$ cat config.mk
export PLATFORM = sky130hd
export DESIGN_NAME = audio_pwm_out
export DESIGN_NICKNAME = d
export VERILOG_FILES = /design/src/rtl/audio_pkg.sv /design/src/rtl/audio_fifo.sv /design/src/rtl/audio_pwm_out.sv
export SDC_FILE = /design/constraint.sdc
export NUM_CORES = 1
export LEC_CHECK = 0
export ABC_AREA = 1
export ABC_CLOCK_PERIOD_IN_PS = 4500
export CAP_MARGIN = 20
export CORE_ASPECT_RATIO = 1.2
export CORE_MARGIN = 1.5
export CORE_UTILIZATION = 30
export CTS_BUF_LIST = sky130_fd_sc_hd__clkbuf_2
export DETAILED_ROUTE_END_ITERATION = 10
export PLACE_DENSITY = 0.46
export SLEW_MARGIN = 30
export SYNTH_ARGS = -nofsm -noshare
export SYNTH_HDL_FRONTEND = slang
export SYNTH_HIERARCHICAL = 1
export SYNTH_SLANG_ARGS = --single-unit
$ cat constraint.sdc
create_clock -name i_clk -period 4.5 [get_ports i_clk]
set_input_delay 0.675 -clock i_clk [delete_from_list [all_inputs] [get_ports i_clk]]
set_output_delay 0.675 -clock i_clk [all_outputs]
set_load 0.02 [all_outputs]
$ cat src/rtl/audio_pkg.sv
// Shared definitions for the audio PWM output stage.
package audio_pkg;

  // Default PWM resolution in bits.
  localparam int PWM_BITS_DEF = 8;

  // Silence level for an unsigned sample of a given width: 2^(bits-1).
  function automatic int unsigned midpoint(input int bits);
    return 32'd1 << (bits - 1);
  endfunction

  // Silence level at the default resolution.
  localparam logic [PWM_BITS_DEF-1:0] MIDPOINT = PWM_BITS_DEF'(midpoint(PWM_BITS_DEF));

  // Output stage operating state.
  typedef enum logic [1:0] {
    OFF   = 2'd0,
    RUN   = 2'd1,
    DRAIN = 2'd2
  } state_e;

endpackage

$ cat src/rtl/audio_fifo.sv
// Synchronous sample FIFO with flush.
// Pointers carry one extra wrap bit so full and empty can be told apart.
// A pop on an empty FIFO is ignored; there is no write-to-read bypass.
module audio_fifo
  import audio_pkg::*;
#(
  parameter int WIDTH = PWM_BITS_DEF,
  parameter int DEPTH = 16
) (
  input  logic                     i_clk,
  input  logic                     i_rst_n,
  input  logic                     i_push,
  input  logic [WIDTH-1:0]         i_data,
  input  logic                     i_pop,
  input  logic                     i_flush,
  output logic [WIDTH-1:0]         o_data,
  output logic                     o_full,
  output logic                     o_empty,
  output logic [$clog2(DEPTH):0]   o_level
);

  localparam int AW = $clog2(DEPTH);

  logic [WIDTH-1:0] mem [DEPTH];
  logic [AW:0]      wptr_q;
  logic [AW:0]      rptr_q;
  logic             do_push;
  logic             do_pop;

  assign o_empty = (wptr_q == rptr_q);
  assign o_full  = (wptr_q[AW] != rptr_q[AW]) && (wptr_q[AW-1:0] == rptr_q[AW-1:0]);
  assign o_level = wptr_q - rptr_q;
  assign o_data  = mem[rptr_q[AW-1:0]];

  assign do_push = i_push && !o_full  && !i_flush;
  assign do_pop  = i_pop  && !o_empty && !i_flush;

  // Sample storage; contents need no reset since the pointers qualify them.
  always_ff @(posedge i_clk) begin
    if (do_push) begin
      mem[wptr_q[AW-1:0]] <= i_data;
    end
  end

  // Read/write pointers; a flush empties the FIFO in one cycle.
  always_ff @(posedge i_clk or negedge i_rst_n) begin
    if (!i_rst_n) begin
      wptr_q <= '0;
      rptr_q <= '0;
    end else if (i_flush) begin
      wptr_q <= '0;
      rptr_q <= '0;
    end else begin
      if (do_push) wptr_q <= wptr_q + (AW+1)'(1);
      if (do_pop)  rptr_q <= rptr_q + (AW+1)'(1);
    end
  end

endmodule

$ cat src/rtl/audio_pwm_out.sv
// Audio output stage: buffers PCM samples, fetches one per sample period and
// drives a single-bit PWM stream plus the amplifier enable pin.
// Disabling lets the current PWM period finish before the amplifier turns off.
module audio_pwm_out
  import audio_pkg::*;
#(
  parameter int PWM_BITS   = PWM_BITS_DEF,
  parameter int SAMPLE_DIV = 4,
  parameter int FIFO_DEPTH = 16
) (
  input  logic                          i_clk,
  input  logic                          i_rst_n,
  input  logic                          i_enable,
  input  logic [PWM_BITS-1:0]           i_sample,
  input  logic                          i_sample_valid,
  output logic                          o_sample_ready,
  input  logic                          i_clr_underrun,
  output logic                          o_pwm_audio,
  output logic                          o_sd_audio,
  output logic                          o_underrun,
  output logic [$clog2(FIFO_DEPTH):0]   o_fifo_level
);

  localparam logic [PWM_BITS-1:0] MID      = PWM_BITS'(midpoint(PWM_BITS));
  localparam logic [PWM_BITS-1:0] CNT_MAX  = '1;
  localparam int                  PER_W    = (SAMPLE_DIV > 1) ? $clog2(SAMPLE_DIV) : 1;
  localparam logic [PER_W-1:0]    PER_LAST = PER_W'(SAMPLE_DIV - 1);

  state_e              state_q;
  state_e              state_d;
  logic [PWM_BITS-1:0] pwm_cnt_q;
  logic [PER_W-1:0]    per_cnt_q;
  logic [PWM_BITS-1:0] duty_q;
  logic [PWM_BITS-1:0] fifo_data;
  logic                pwm_q;
  logic                underrun_q;
  logic                pwm_active;
  logic                wrap;
  logic                tick;
  logic                push;
  logic                pop;
  logic                flush;
  logic                run_ready;
  logic                fifo_full;
  logic                fifo_empty;

  // Wrap marks the last clock of a PWM period; a tick is the wrap that ends
  // a sample period. Samples are only fetched while running, not draining.
  assign pwm_active = (state_q != OFF);
  assign wrap       = pwm_active && (pwm_cnt_q == CNT_MAX);
  assign tick       = (state_q == RUN) && wrap && (per_cnt_q == PER_LAST);
  assign pop        = tick && !fifo_empty;
  assign push       = i_sample_valid && o_sample_ready;

  assign o_sample_ready = run_ready && !fifo_full;
  assign o_pwm_audio    = pwm_q;
  assign o_underrun     = underrun_q;

  audio_fifo #(
    .WIDTH (PWM_BITS),
    .DEPTH (FIFO_DEPTH)
  ) u_fifo (
    .i_clk   (i_clk),
    .i_rst_n (i_rst_n),
    .i_push  (push),
    .i_data  (i_sample),
    .i_pop   (pop),
    .i_flush (flush),
    .o_data  (fifo_data),
    .o_full  (fifo_full),
    .o_empty (fifo_empty),
    .o_level (o_fifo_level)
  );

  // State register.
  always_ff @(posedge i_clk or negedge i_rst_n) begin
    if (!i_rst_n) state_q <= OFF;
    else          state_q <= state_d;
  end

  // Next state and state-decoded controls; the FIFO is flushed while off and
  // on the cycle that enters OFF so the level reads zero immediately.
  always_comb begin
    state_d    = state_q;
    run_ready  = 1'b0;
    o_sd_audio = 1'b0;
    flush      = 1'b0;
    case (state_q)
      OFF: begin
        flush = 1'b1;
        if (i_enable) state_d = RUN;
      end
      RUN: begin
        o_sd_audio = 1'b1;
        run_ready  = 1'b1;
        if (!i_enable) state_d = DRAIN;
      end
      DRAIN: begin
        o_sd_audio = 1'b1;
        if (wrap) begin
          state_d = OFF;
          flush   = 1'b1;
        end
      end
      default: begin
        state_d = OFF;
        flush   = 1'b1;
      end
    endcase
  end

  // PWM and sample-period counters; held at zero while off.
  always_ff @(posedge i_clk or negedge i_rst_n) begin
    if (!i_rst_n) begin
      pwm_cnt_q <= '0;
      per_cnt_q <= '0;
    end else if (!pwm_active) begin
      pwm_cnt_q <= '0;
      per_cnt_q <= '0;
    end else begin
      pwm_cnt_q <= pwm_cnt_q + PWM_BITS'(1);
      if (wrap) per_cnt_q <= (per_cnt_q == PER_LAST) ? '0 : per_cnt_q + PER_W'(1);
    end
  end

  // Duty only changes at a tick (last clock of a period), so every PWM period
  // uses one duty value; it starts at silence whenever the stage is off.
  always_ff @(posedge i_clk or negedge i_rst_n) begin
    if (!i_rst_n)           duty_q <= MID;
    else if (!pwm_active)   duty_q <= MID;
    else if (pop)           duty_q <= fifo_data;
  end

  // Registered PWM comparator output.
  always_ff @(posedge i_clk or negedge i_rst_n) begin
    if (!i_rst_n)         pwm_q <= 1'b0;
    else if (!pwm_active) pwm_q <= 1'b0;
    else                  pwm_q <= (pwm_cnt_q < duty_q);
  end

  // Sticky underrun flag; a new underrun wins over a simultaneous clear.
  always_ff @(posedge i_clk or negedge i_rst_n) begin
    if (!i_rst_n)                underrun_q <= 1'b0;
    else if (tick && fifo_empty) underrun_q <= 1'b1;
    else if (i_clr_underrun)     underrun_q <= 1'b0;
  end

endmodule

==> results of run 1 <==
[Yosys cell counts (3+ instances only)]
library cell / count / area (sq um)
a21oi_1: 11 / 55.1
buf_2: 18 / 90.1
clkbuf_1: 6 / 22.5
clkinv_1: 3 / 11.3
dfrtp_1: 31 / 776
edfxtp_1: 128 / 3840
ha_1: 23 / 288
inv_1: 141 / 529
nand2_1: 195 / 732
nand2_2: 4 / 25.0
nand3_1: 146 / 731
nand4_1: 3 / 18.8
nor2_1: 33 / 124
o21ai_0: 5 / 25.0
or2_0: 14 / 87.6
or2_2: 3 / 18.8
xor2_1: 8 / 70.1
[final timing paths]
check | startpoint | end | slack (ps) | cells past startpoint
max in group asynchronous | i_rst_n | duty_q[7]$_DFFE_PN1P_ | 3430 | 3
worst max register to register | state_q[1]$_DFFE_PN0P_ | u_fifo/mem[15][0]$_DFFE_PP_ | 960 | 9
min in group i_clk | i_clr_underrun | o_underrun$_DFFE_PN0P_ | 490 | 2
worst min-delay path | i_rst_n | state_q[0]$_DFFE_PN0P_ | 390 | 2
worst min register to register | duty_q[7]$_DFFE_PN1P_ | duty_q[7]$_DFFE_PN1P_ | 500 | 2
worst max-delay path | u_fifo/rptr_q[3]$_DFFE_PN0P_ | o_sample_ready | 560 | 8
[power by group through the flow]
stage | Clock, mW | Combinational (mW) | Sequential (mW)
after global placement | 0 | 0.509 | 1.71
after floorplan | 0 | 0.337 | 1.71
after global routing | 0.789 | 0.560 | 1.69
after detailed placement | 0 | 0.506 | 1.71
after CTS | 0.748 | 0.509 | 1.68
final | 0.718 | 0.496 | 1.68
[metal layers]
layer / wire length, um / vias up / part of all wire [%] / track usage, %
met4: 343 / 0 / 1.8 / 4.70
met1: 8840 / 2378 / 47 / 19.1
li1: - / 2623 / - / -
met3: 555 / 21 / 3.0 / 2.70
met5: 0 / - / 0 / 0
met2: 8910 / 82 / 48 / 25.0
[layout make-up]
type / instances / area, sq um / share of cell area [%]
repair buffers: 30 / 275 / 3.25
flip-flops and latches: 160 / 4650 / 54.8
well taps: 330 / 413 / 4.87
clock inverters: 13 / 114 / 1.34
multi-input cells: 465 / 2370 / 28.0
inverters: 147 / 562 / 6.62
clock buffers: 19 / 95.1 / 1.12
diodes: 1 / 2.50 / 0.0295
[stage by stage]
stage	worst slack (ps)	hold WS (ps)	cell area, sq um	util [%]
after floorplan	1300	379	7750	-
after global placement	1010	481	8270	32.5
after detailed placement	965	479	8260	32.4
after CTS	480	329	8480	33.3
after global routing	264	361	8480	33.3
final	561	391	8480	33.3
[worst reg2reg max path, delay by kind of cell (launching register included)]
family / cells / cell delay [ps]
adders and majority gates: 1 / 450
and+or+nand+nor: 4 / 1270
AOI/OAI and AO/OA: 1 / 190
DFF: 1 / 460
buffers and inverters: 3 / 810
[repair_timing]
| action | 4_1_cts | 5_1_grt |
|---|---|---|
| gates resized for setup | 0 | 0 |
| hold endpoints to repair | 18 | 0 |
| hold buffers | 1 | 0 |
[state kept, by name, indices dropped and copies added, names as in the netlist]
signal	cells
pwm_cnt_q	8
u_fifo/rptr_q	5
u_fifo/mem	128
u_fifo/wptr_q	5
duty_q	8
o_pwm_audio	1
o_underrun	1
state_q	2
per_cnt_q	2
[logic make-up (layout without fill, tap and decap cells)]
family | count (synthesis) | after routing | share of synthesized area (%)
and+or+nand+nor | 410 | 410 | 24.0
buffers and inverters | 177 | 209 | 9.44
DFF | 160 | 160 | 59.9
adders and majority gates | 24 | 24 | 3.97
AOI/OAI and AO/OA | 21 | 21 | 1.50
xor gates and xnor gates | 10 | 10 | 1.13
other | 0 | 1 | 0
==> impl_metrics.ini, run 1 <==
[clocking]
cts.htree.levels = 4
path_clk_slew_ps = 240
clock_path_buffers = 2
cts-root-buf = clkbuf_2
postCtsSetupRepairBufs = 0
clock_latency_ps = 730
cts.sinks = 160
numCtsBuffers = 17
cts_tree = built

[sta]
timing.final.crit_share_pct = 87.5
fin_crit_ps = 3940
drv_slew = 0
finalSetupViolCount = 0
slew_headroom_pct = 34.4
setup_tns_ps = 0
max_freq_mhz = 254
worst_pin_slew_ps = 980
clock_skew_ps = 38.1
hold_viol = 0
rsz0062_at_grt = no

[pwr]
ir_worst_vdd_mv = 0.119
p_seq_share_pct = 58.1
power_switching_mw = 0.885
power.total_mw = 2.90
p_clk_share_pct = 24.8
power_leakage_nw = 3.64
switching_share_pct = 30.6
p_int_mw = 2.01
p_comb_share_pct = 17.1
power.density_nw_per_um2 = 341

[place]
dp_hpwl_um = 12900
dp.cells = 1131
gp_congestion = 0.813
portBuffers = 21

[detailed_routing]
routed_wl_um = 18700
final_antenna_net_count = 0
num_vias = 5104
wire_per_inst_um = 16.0
drtIter0Drc = 286
drcViolationCount = 0
first_pass_iters = 4
viasPerCell = 4.38

[layout]
fin_nets = 858
mostFrequentLayoutCells = 195 x nand2_1, 146 x nand3_1, 141 x inv_1
area_delta_synth_final_pct = 9.43
finalNonFillerCells = 1165
drive_above_1_share_pct = 7.19
final_common_cell = nand2_1
fill_cells = 2636

[status]
status = finished clean

[yosys]
synthDistinctLibCells = 40
seq_area_frac_synth_pct = 59.9
synth-main-ff-cell = edfxtp_1
synth_cells = 802
synth.avg_cell_area_sq_um = 9.66
ys_ff_latch = 160
yosys_warnings = 6
synth_edf_count = 128
synthesis.nets = 839
netlist_area_sq_um = 7750
async_flop_share_pct = 20.0

[critical_path]
crit_required_ps = 3830
cp_top_family = buffers and inverters
critPathMaxStageDelay_ps = 650
slowest_stage = dfrtp_1
worst-path-buf-inv = 3
endpoint_kind = output port
crit_chain = clkinv_1, ha_1, nand2_1, nor2_2, nand2_2, inv_1, nor2_1, clkdlybuf4s50_1
crit_type = reg2out
arrival_ps = 3260
critPathLaunchType = register
worst-path-max-fanout = 12

[global_routing]
grt_pass1_vias = 5132
grt-ovfl-total = 0
grt_pass1_wl_um = 29100
antenna_found_initial = 1
grt_max_degree = 72
grt.total_usage_pct = 14.8

[die]
std_cell_rows = 64
boundaryPins = 22
initial_core_util_pct = 30.4
chipWidth_um = 150
core_sq_um = 25500
fp.dieArea_sq_um = 26800
dieHeight_um = 179

[hold_path]
worstHoldPathType = in2async

[job]
maxCapViolCount = 0
Power figures use the tool's default switching activity.
==> run 2, diff against run 1 <==
- CELL_PAD_IN_SITES_DETAIL_PLACEMENT: not set -> 1
- CELL_PAD_IN_SITES_GLOBAL_PLACEMENT: not set -> 2
- PLACE_DENSITY: 0.46 -> 0.63
==> run 2 against run 1 <==
Net effect: cell area increased by 0.49%; final cell count about the same; via count increased by 5.3%; register-to-register slack got worse by 180 ps; sequential share of layout area decreased by 0.27 points; non-clock buffer count decreased by 1; routed wire length increased by 18%; core utilization increased by 0.16 points.
==> impl_metrics.ini, run 2 (synthesis results as in run 1) <==
[status]
status = finished clean

[clocking]
postCtsHoldBufs = 0
cts_tree = built
cts.htree.levels = 4
postCtsSetupRepairBufs = 0
path_clk_slew_ps = 250
cts-root-buf = clkbuf_2
numCtsBuffers = 17
clock_latency_ps = 770
cts_resized = 0
clock_path_buffers = 2
cts.sinks = 160

[layout]
fin_nets = 857
mostFrequentLayoutCells = 195 x nand2_1, 146 x nand3_1, 141 x inv_1
final_util_pct = 33.5
fill_cells = 2924
drive_above_1_share_pct = 7.56
final_cell_area_sq_um = 8520
final_common_cell = nand2_1
area_delta_synth_final_pct = 9.96
largest_reg_flops = 128

[place]
gp_congestion = 0.847
dp_hpwl_um = 15300
pre_cts_ws_ps = 796
place_area_sq_um = 8260
portBuffers = 21

[die]
core_sq_um = 25500
dieHeight_um = 179
boundaryPins = 22
initial_core_util_pct = 30.4
chipWidth_um = 150
fp.dieArea_sq_um = 26800
std_cell_rows = 64

[critical_path]
r2r_cells = 9
slowest_stage = dfrtp_1
crit_required_ps = 3830
cp_top_family = buffers and inverters
crit_path_end = o_sample_ready
reg2reg_from = state_q[1]$_DFFE_PN0P_
crit_chain = clkinv_1, ha_1, nand2_1, nor2_2, nand2_2, inv_1, nor2_1, clkdlybuf4s50_1
critPathLaunchType = register
cp.depth = 8
r2r-end = u_fifo/mem[9][4]$_DFFE_PP_
critPathMaxStageDelay_ps = 650
worst-path-buf-inv = 3
worst-path-max-fanout = 12
worst-r2r-setup-slack_ps = 780
endpoint_kind = output port
crit_type = reg2out
arrival_ps = 3360
startpoint = u_fifo/rptr_q[3]$_DFFE_PN0P_

[pwr]
switching_share_pct = 30.2
power_switching_mw = 0.938
power.total_mw = 3.11
p_int_mw = 2.17
p_clk_share_pct = 29.0
ir_worst_vdd_mv = 0.152
p_seq_share_pct = 54.1
p_comb_share_pct = 16.9
power_leakage_nw = 3.67
power.density_nw_per_um2 = 365

[sta]
drv_slew = 0
max_freq_mhz = 248
clock_skew_ps = 35.0
finalSetupViolCount = 0
rsz0062_at_grt = no
layout_setup_ws_ps = 468
setup_tns_ps = 0
slew_headroom_pct = 33.5
fin_crit_ps = 4030
timing.final.crit_share_pct = 89.6
worst_pin_slew_ps = 994
hold_viol = 0

[detailed_routing]
viasPerCell = 4.62
drcViolationCount = 0
first_pass_iters = 4
routed_wl_um = 22000
drtIter0Drc = 280
wire_per_inst_um = 18.9
final_antenna_net_count = 0
num_vias = 5373

[global_routing]
grt.total_usage_pct = 17.4
grt_pass1_wl_um = 33500
grt_max_degree = 85
grt_pass1_vias = 5718
grt-ovfl-total = 0
antenna_found_initial = 1

[job]
maxCapViolCount = 0

[hold_path]
worstHoldPathType = in2async
==> run 2: how the worst min path moves through the flow <==
stage	end	slack (ps)
6_report	u_fifo/wptr_q[4]$_DFFE_PN0P_	280
5_1_grt	u_fifo/wptr_q[4]$_DFFE_PN0P_	220
4_1_cts	u_fifo/wptr_q[4]$_DFFE_PN0P_	210
3_5_place_dp	duty_q[7]$_DFFE_PN1P_	490
3_3_place_gp	duty_q[7]$_DFFE_PN1P_	480
2_1_floorplan	duty_q[0]$_DFFE_PN0P_	380
==> run 2: through the flow <==
step,cells,hold slack (ps)
finish,1164,281
global route,1164,221
CTS,1163,206
detailed placement,1131,485
global placement,1131,480
floorplan,802,379
==> run 2: layer usage <==
metal	share of wire, %	vias to the layer above	global-route usage (%)	routed length, um
met5	0	-	0	0
met4	1.1	0	5.11	245
met3	2.5	17	2.93	549
met2	53	86	31.7	11600
met1	43	2652	21.0	9560
li1	-	2618	-	-
==> run 2: cell type report <==
cell class	instances	area [sq um]	area share [%]
sequential	160	4650	54.5
multi-input combinational	465	2370	27.8
inverter	147	562	6.59
tap	330	413	4.84
timing repair buffer	29	245	2.88
clock inverter	14	190	2.23
clock buffer	18	90.1	1.06
antenna	1	2.50	0.0294
==> run 2: power groups by stage <==
| stage | Clock (mW) | Sequential (mW) | Combinational [mW] |
|---|---|---|---|
| floorplan | 0 | 1.71 | 0.337 |
| global placement | 0 | 1.71 | 0.526 |
| detailed placement | 0 | 1.72 | 0.538 |
| CTS | 0.936 | 1.69 | 0.541 |
| global route | 0.977 | 1.69 | 0.585 |
| finish | 0.902 | 1.68 | 0.524 |
